[config.mk]
export PLATFORM = sky130hd
export DESIGN_NAME = one_addr_detector
export DESIGN_NICKNAME = d
export VERILOG_FILES = /design/src/rtl/one_addr_pkg.sv /design/src/rtl/one_addr_prio_enc.sv /design/src/rtl/one_addr_detector.sv
export SDC_FILE = /design/constraint.sdc
export NUM_CORES = 1
export LEC_CHECK = 0
export CELL_PAD_IN_SITES_DETAIL_PLACEMENT = 1
export CELL_PAD_IN_SITES_GLOBAL_PLACEMENT = 1
export CORE_AREA = 4 4 41 43
export CTS_CLUSTER_SIZE = 40
export DETAILED_ROUTE_END_ITERATION = 7
export DIE_AREA = 0 0 45 47
export PLACE_DENSITY = 0.75
export SLEW_MARGIN = 15
export SYNTH_ARGS = -nofsm -noshare
export SYNTH_HDL_FRONTEND = slang
export SYNTH_SLANG_ARGS = --single-unit
[constraint.sdc]
create_clock -name clk -period 3.6 [get_ports clk]
set_input_delay 0.36 -clock clk [delete_from_list [all_inputs] [get_ports clk]]
set_output_delay 0.36 -clock clk [all_outputs]
set_load 0.02 [all_outputs]
[src/rtl/one_addr_pkg.sv]
// one_addr_pkg
// Shared constants and helpers for the bit-mask to index serializer.
//   DEFAULT_N  : default data word width
//   addr_width : index width needed to address every bit of an N-bit word
package one_addr_pkg;

  localparam int DEFAULT_N = 5;

  // N is always >= 2 in legal builds; the guard keeps the width non-zero
  // if someone elaborates with N = 1 by mistake.
  function automatic int addr_width(input int n);
    return (n < 2) ? 1 : $clog2(n);
  endfunction

endpackage

[src/rtl/one_addr_prio_enc.sv]
// one_addr_prio_enc
// Combinational N-bit priority encoder.
// Default build selects the lowest set bit; with ONE_ADDR_MSB_FIRST_EN
// defined it selects the highest set bit instead.
// Ports:
//   req [N-1:0]     : request vector
//   idx [WIDTH-1:0] : index of the selected bit (0 when none set)
//   any             : at least one bit of req is set
module one_addr_prio_enc
  import one_addr_pkg::*;
#(
  parameter int N = DEFAULT_N
) (
  input  logic [N-1:0]              req,
  output logic [addr_width(N)-1:0]  idx,
  output logic                      any
);

  localparam int WIDTH = addr_width(N);

  // The last matching iteration wins, so the scan direction sets priority.
  always_comb begin
    idx = '0;
    any = |req;
`ifdef ONE_ADDR_MSB_FIRST_EN
    for (int i = 0; i < N; i++) begin
      if (req[i]) idx = WIDTH'(i);
    end
`else
    for (int i = N - 1; i >= 0; i--) begin
      if (req[i]) idx = WIDTH'(i);
    end
`endif
  end

endmodule

[src/rtl/one_addr_detector.sv]
// one_addr_detector
// Captures an N-bit word on a vld_i pulse and emits the index of every set
// bit, one per clock, with vld_o high. Ascending order by default; descending
// when ONE_ADDR_MSB_FIRST_EN is defined. Requests arriving while busy are
// dropped without sampling data.
// Ports:
//   clk   : clock, rising edge
//   rst   : synchronous reset, active high
//   data  : word to scan, sampled only when a request is accepted
//   vld_i : request strobe
//   addr  : index of the current set bit (0 when vld_o is low), registered
//   vld_o : addr valid, registered
//   busy  : a sequence is pending or still being emitted
module one_addr_detector
  import one_addr_pkg::*;
#(
  parameter int N = DEFAULT_N
) (
  input  logic                      clk,
  input  logic                      rst,
  input  logic [N-1:0]              data,
  input  logic                      vld_i,
  output logic [addr_width(N)-1:0]  addr,
  output logic                      vld_o,
  output logic                      busy
);

  localparam int WIDTH = addr_width(N);

  logic [N-1:0]     pending;
  logic [N-1:0]     pending_nxt;
  logic [N-1:0]     clr_mask;
  logic [WIDTH-1:0] sel_idx;
  logic             sel_any;

  one_addr_prio_enc #(.N(N)) u_prio_enc (
    .req (pending),
    .idx (sel_idx),
    .any (sel_any)
  );

  // busy covers the bits still waiting plus the cycle carrying the last
  // address, so it drops exactly when vld_o falls.
  assign busy = (|pending) | vld_o;

  always_comb begin
    clr_mask = '0;
    for (int i = 0; i < N; i++) begin
      clr_mask[i] = (WIDTH'(i) == sel_idx);
    end
  end

  // A request can only be accepted when nothing is pending, so the accept
  // and the clear paths never compete.
  always_comb begin
    pending_nxt = pending;
    if (sel_any) begin
      pending_nxt = pending & ~clr_mask;
    end else if (vld_i && !busy) begin
      pending_nxt = data;
    end
  end

  always_ff @(posedge clk) begin
    if (rst) begin
      pending <= '0;
      addr    <= '0;
      vld_o   <= 1'b0;
    end else begin
      pending <= pending_nxt;
      vld_o   <= sel_any;
      addr    <= sel_any ? sel_idx : '0;
    end
  end

endmodule

==> results.ini, run 1 <==
[floorplanning]
die_w_um=45
std_cell_rows=13
core_area_mm2=0.001301
fp.dieH_um=47
die_area_mm2=0.002115
initial_utilization=0.2635
io_pins=13

[setup_path]
crit_slowest_cell=clkdlybuf4s50_1
critical_path.top_delay_family=buffers and inverters
cp_max_fo=6
max_stage_delay_ps=550
arrival_ps=1710
crit_path_cell_trace=nor4_4 -> nand2_2 -> clkdlybuf4s50_1
required_ps=3240
crit_buf_inv=1
end_kind=output port
startpoint_type=flop
worstSetupPathType=reg2out

[synthesis]
avgSynthCellArea_um2=9.795
synth_cells=35
yosys_warnings=0
ys_seq_area_frac=0.5255
ys_ff_latch=9
syn_area_um2=342.8
synth.distinct_cells=16
synth_nets=43

[cts]
cts_buffer_depth=2
cts.repair.resized=0
cts_tree=yes
clk_latency_ps=260
cts_inserted_buffers=3
postCtsHoldBufs=0
clkSinkCount=9
root_buffer=clkbuf_4
clk_pin_slew_ps=60
cts_setup_buffers=0
htreeDepth=1

[power]
vdd_drop_max_mv=0.1886
power_density_mw_per_mm2=500.2
swShare=0.2803
pwr-share-comb=0.239
p_leak_nw=0.1846
seqPwrFrac=0.458
p_int_mw=0.1815
clkPwrFrac=0.303
switchingPower_mw=0.07070

[min_path]
hold_class=reg2reg

[drt]
drc=0
via_per_inst=4.877
wirelength_um=826
dr.pass1.iters=4
vias=317
wl_per_cell_um=12.71
drt-initial-drc-count=3
ant_nets=0

[cells_and_area]
fin_nets=59
areaGrowthSynthToFinish_pct=47.08
n_antenna_cell=0
layout.area.seq_um2=180.2
final_layout_size_suffix_gt1_frac=0.1200
fillers=163
multi_input_area_um2=155.1

[sta]
finalCritPeriodShare=0.5748
skew_ps=5.448
whs_ps=487.0
finalHoldViolCount=0
layout_min_cycle_time_ps=2069
fmax_mhz=483.3
rsz0062_at_grt=no
maxSlewViolCount=0
worst_pin_slew_ps=366.8
slew-limit-headroom=0.7536
finalSetupTns_ps=0
setup_viol=0

[global_route]
grt_antenna_before_repair=0
grt_util_all_layers=0.09833
first_global_vias=311
grt_max_degree=10
grt_first_pass_wirelength_um=1393
grt.overflow.total=0

[job]
drv_cap=0

[place]
numPortBuffers=12
dp_hpwl_um=620.9
gp_congestion=0.7440

[run_status]
outcome=finished, final reports clean

[flip-flops by register name, summed over array words and instances (netlist names)]
signal,cells
vld_o,1
addr,3
pending,5
[cell type report]
class                   instances  area share
flip-flops and latches          9      0.3573
multi-input cells              24      0.3077
repair buffers                 12      0.2382
clock buffers                   4     0.05211
well taps                      15     0.03722
inverters                       1    0.007444
[metal layers]
metal  up-vias  track usage  part of all wire
li1        162            -                 -
met1       142       0.1011              0.43
met2        13       0.1667              0.49
met3         0      0.05747             0.077
met4         0      0.03509                 0
met5         -            0                 0
[worst paths after layout]
path / start / end / slack, ps / cells past startpoint
min reg2reg: pending[4] / pending[4] / 490 / 2
min: pending[4] / pending[4] / 490 / 2
max: pending[2] / busy / 1530 / 3
max reg2reg: pending[2] / pending[0] / 2370 / 3
[cells in the mapped netlist]
cell | number | area [um^2]
dfxtp_1 | 9 | 180.2
nor3_1 | 1 | 5.000
o21ai_0 | 1 | 5.000
nand2_2 | 1 | 6.260
nor3b_1 | 1 | 7.510
nand2_1 | 2 | 7.510
inv_1 | 1 | 3.750
a21oi_1 | 5 | 25.02
o31ai_1 | 1 | 7.510
or4_4 | 1 | 11.26
nand4_1 | 4 | 25.02
and4bb_1 | 1 | 12.51
nor4_4 | 1 | 21.27
clkbuf_1 | 1 | 3.750
nor4_1 | 1 | 6.260
nor2_1 | 4 | 15.01
[worst register-to-register path, delay by kind of cell, from the launching register on]
family	cells	cell delay (ps)
and+or+nand+nor	3	810
DFF	1	380
[metrics by stage]
| step | util | total power [mW] | setup WS (ps) | area [um^2] | cells |
|---|---|---|---|---|---|
| after floorplan | - | 0.1505 | 2376 | 342.8 | 35 |
| after global placement | 0.3673 | 0.1763 | 1849 | 478.0 | 61 |
| after detailed placement | 0.3673 | 0.1781 | 1813 | 478.0 | 61 |
| after CTS | 0.3875 | 0.2572 | 1521 | 504.2 | 65 |
| after global routing | 0.3875 | 0.2716 | 1442 | 504.2 | 65 |
| final | 0.3875 | 0.2522 | 1531 | 504.2 | 65 |
[logic make-up (layout without fill, tap and decap cells)]
logic type | Yosys count | after routing | synth area share
and+or+nand+nor | 17 | 17 | 0.3431
buffers and inverters | 2 | 17 | 0.02188
DFF | 9 | 9 | 0.5255
AOI/OAI and AO/OA | 7 | 7 | 0.1095
[power groups by stage]
stage | sequential (mW) | combinational [mW] | clock [mW]
floorplan | 0.120 | 0.0302 | 0
global route | 0.117 | 0.0657 | 0.0893
CTS | 0.115 | 0.0610 | 0.0808
finish | 0.115 | 0.0603 | 0.0765
detailed placement | 0.118 | 0.0604 | 0
global placement | 0.117 | 0.0593 | 0
[layout by cell type, fill, tap and decap left out]
cell type,netlist,layout
a21oi_1,5,5
and4bb_1,1,1
clkbuf_1,1,1
clkbuf_4,0,3
clkdlybuf4s50_1,0,12
dfxtp_1,9,9
inv_1,1,1
nand2_1,2,2
nand2_2,1,1
nand4_1,4,4
nor2_1,4,4
nor3_1,1,1
nor3b_1,1,1
nor4_1,1,1
nor4_4,1,1
o21ai_0,1,1
o31ai_1,1,1
or4_4,1,1
No activity file was read; power rests on OpenSTA's default activity.
==> run 2, diff against run 1 <==
Clock period 3.6 ns to 2 ns, I/O delays scaled along.
==> results of run 2 <==
Same layout as run 1 (identical final DEF). Status: finished, final reports clean.
Among the figures that moved: setup slack after placement 1813 ps -> 373.0 ps; setup slack after layout 1531 ps -> 90.68 ps; register-to-register setup slack 2370 ps -> 770 ps; total power 0.2522 mW -> 0.4540 mW; worst IR drop on VDD 0.1886 mV -> 0.3394 mV
==> run 3, diff against run 2 <==
==> constraint.sdc (replaced) <==
create_clock -name clk -period 2 [get_ports clk]
set_input_delay 0.3 -clock clk [delete_from_list [all_inputs] [get_ports clk]]
set_output_delay 0.3 -clock clk [all_outputs]
set_load 0.02 [all_outputs]
==> run 3 against run 2 <==
Net effect:
- flip-flop and latch count unchanged
- global-route usage increased by 0.16 points
- non-clock buffer count increased by 1
- clock power about the same
- hold slack got worse by 0.77 ps
- utilization increased by 0.77 points
- cell count increased by 1.5%
- clock skew increased by 0.92 ps
- maximum frequency increased by 19%
- cell area increased by 2.0%
- clock-buffer cell count unchanged
- via count unchanged
==> results.ini, run 3 (same netlist as run 1, synthesis figures left out) <==
[run_status]
outcome=finished, final reports clean

[global_route]
first_global_vias=317  ; +1.9%
grt_antenna_before_repair=0  ; unchanged
grt_first_pass_wirelength_um=1421  ; +2.0%
grt.overflow.total=0  ; unchanged
grt_util_all_layers=0.09992  ; +0.001586
grt_max_degree=10  ; unchanged

[cts]
root_buffer=clkbuf_4
htreeDepth=1  ; unchanged
cts_tree=yes
postCtsHoldBufs=0  ; unchanged
cts_inserted_buffers=3  ; unchanged
cts_buffer_depth=2  ; unchanged
clk_latency_ps=260  ; about the same
clkSinkCount=9  ; unchanged
clk_pin_slew_ps=60  ; about the same

[cells_and_area]
final_layout_size_suffix_gt1_frac=0.1373  ; +0.01725
largest_registers=pending x5, addr x3, vld_o x1
finalNonFillerCells=66  ; +1.5%
areaGrowthSynthToFinish_pct=50.00
top_register=pending
largest_register_ffs=5  ; unchanged
final_common_cell=clkdlybuf4s50_1
final_area_um2=514.2  ; +2.0%
fin_util=0.3952  ; +0.007692
fin_nets=60  ; +1.7%
final_cell_mix=11 x clkdlybuf4s50_1, 9 x dfxtp_1, 5 x a21oi_1, 4 x nor2_1, 4 x nand4_1
n_antenna_cell=0  ; unchanged

[power]
power_density_mw_per_mm2=891.4
p_leak_nw=0.1995  ; +8.1%
vdd_drop_max_mv=0.3374

[floorplanning]
std_cell_rows=13  ; unchanged
io_pins=13  ; unchanged
die_w_um=45  ; unchanged
die_area_mm2=0.002115  ; unchanged
fp.dieH_um=47  ; unchanged
initial_utilization=0.2635  ; unchanged
core_area_mm2=0.001301  ; unchanged

[sta]
finalHoldViolCount=0  ; unchanged
setup_viol=0  ; unchanged
layout_min_cycle_time_ps=1604
slew-limit-headroom=0.7747  ; +0.02106
skew_ps=6.369  ; +0.9212 ps
fmax_mhz=623.4
finalCritPeriodShare=0.8020
rsz0062_at_grt=no
maxSlewViolCount=0  ; unchanged
worst_pin_slew_ps=336.7  ; -30.08 ps
whs_ps=486.2  ; -0.7740 ps
finalSetupTns_ps=0  ; unchanged

[drt]
vias=317  ; unchanged
wirelength_um=832  ; +0.73%
drt-initial-drc-count=2  ; -1
ant_nets=0  ; unchanged
wl_per_cell_um=12.61  ; -0.80%
via_per_inst=4.803  ; -1.5%
drc=0  ; unchanged
dr.pass1.iters=3  ; -1

[setup_path]
startpoint_type=flop
r2r_start=pending[1]
required_ps=1700
r2r_setup_slack_ps=740
cp_max_fo=7  ; +1
cp-startpoint=pending[1]
worstSetupPathType=reg2out
arrival_ps=1300  ; -410 ps
end_kind=output port

[place]
gp_congestion=0.7440  ; unchanged
dp.cells=61  ; unchanged
numPortBuffers=12  ; unchanged
dp_hpwl_um=620.9  ; unchanged
placed_cell_area_um2=478.0  ; unchanged

[job]
drv_cap=0  ; unchanged

[min_path]
worstHoldStart=pending[4]
hold_class=reg2reg

run 3: cell types whose count changed in the layout (fill, tap and decap cells not counted):
cell	before	now
buf_4	0	1
dlymetal6s2s_1	0	1
clkdlybuf4s50_1	12	11
run 3: area by class of cell:
class                   instances  area [um^2]
clock buffers                   4        26.28
fillers                       163        787.0
inverters                       1        3.754
multi-input cells              24        155.1
flip-flops and latches          9        180.2
well taps                      15        18.77
repair buffers                 13        130.1
run 3: where the power goes:
part / leakage [nW] / total [mW] / switching, mW / internal (mW)
Sequential: 0.0734 / 0.208 / 0.0149 / 0.193
Clock: 0.0150 / 0.137 / 0.0608 / 0.0767
Combinational: 0.111 / 0.113 / 0.0526 / 0.0608
Total: 0.199 / 0.458 / 0.128 / 0.330
run 3: critical path, cell delays in order (launching register included):
cell and delay [ps]:
dfxtp_1 380, nor4_4 360, nand2_2 90, dlymetal6s2s_1 220
run 3: what timing repair did:
item | CTS | global route
resized for setup | 0 | 1
buffers inserted | 1 | 0
setup endpoints to repair | 1 | 1
pin swaps | 1 | 0
run 3: per-stage QoR:
step | worst slack [ps] | power, mW
3_3_place_gp | 308.7 | 0.3173
5_1_grt | 325.5 | 0.4933
4_1_cts | 43.46 | 0.4692
6_report | 396.0 | 0.4584
2_1_floorplan | 795.6 | 0.2709
3_5_place_dp | 273.0 | 0.3205
run 3: final timing paths:
check                           cells after the start         end
worst min register to register                      2  pending[4]
worst max register to register                      4  pending[3]
worst max-delay path                                3        busy
worst min-delay path                                2  pending[4]
run 3: metal layers:
metal  up-vias  global-route usage  wire length, um
met5         -                   0                0
met4         0             0.03509                0
met3         0             0.05747               69
met2        13              0.1695              412
met1       142              0.1034              350
li1        162                   -                -
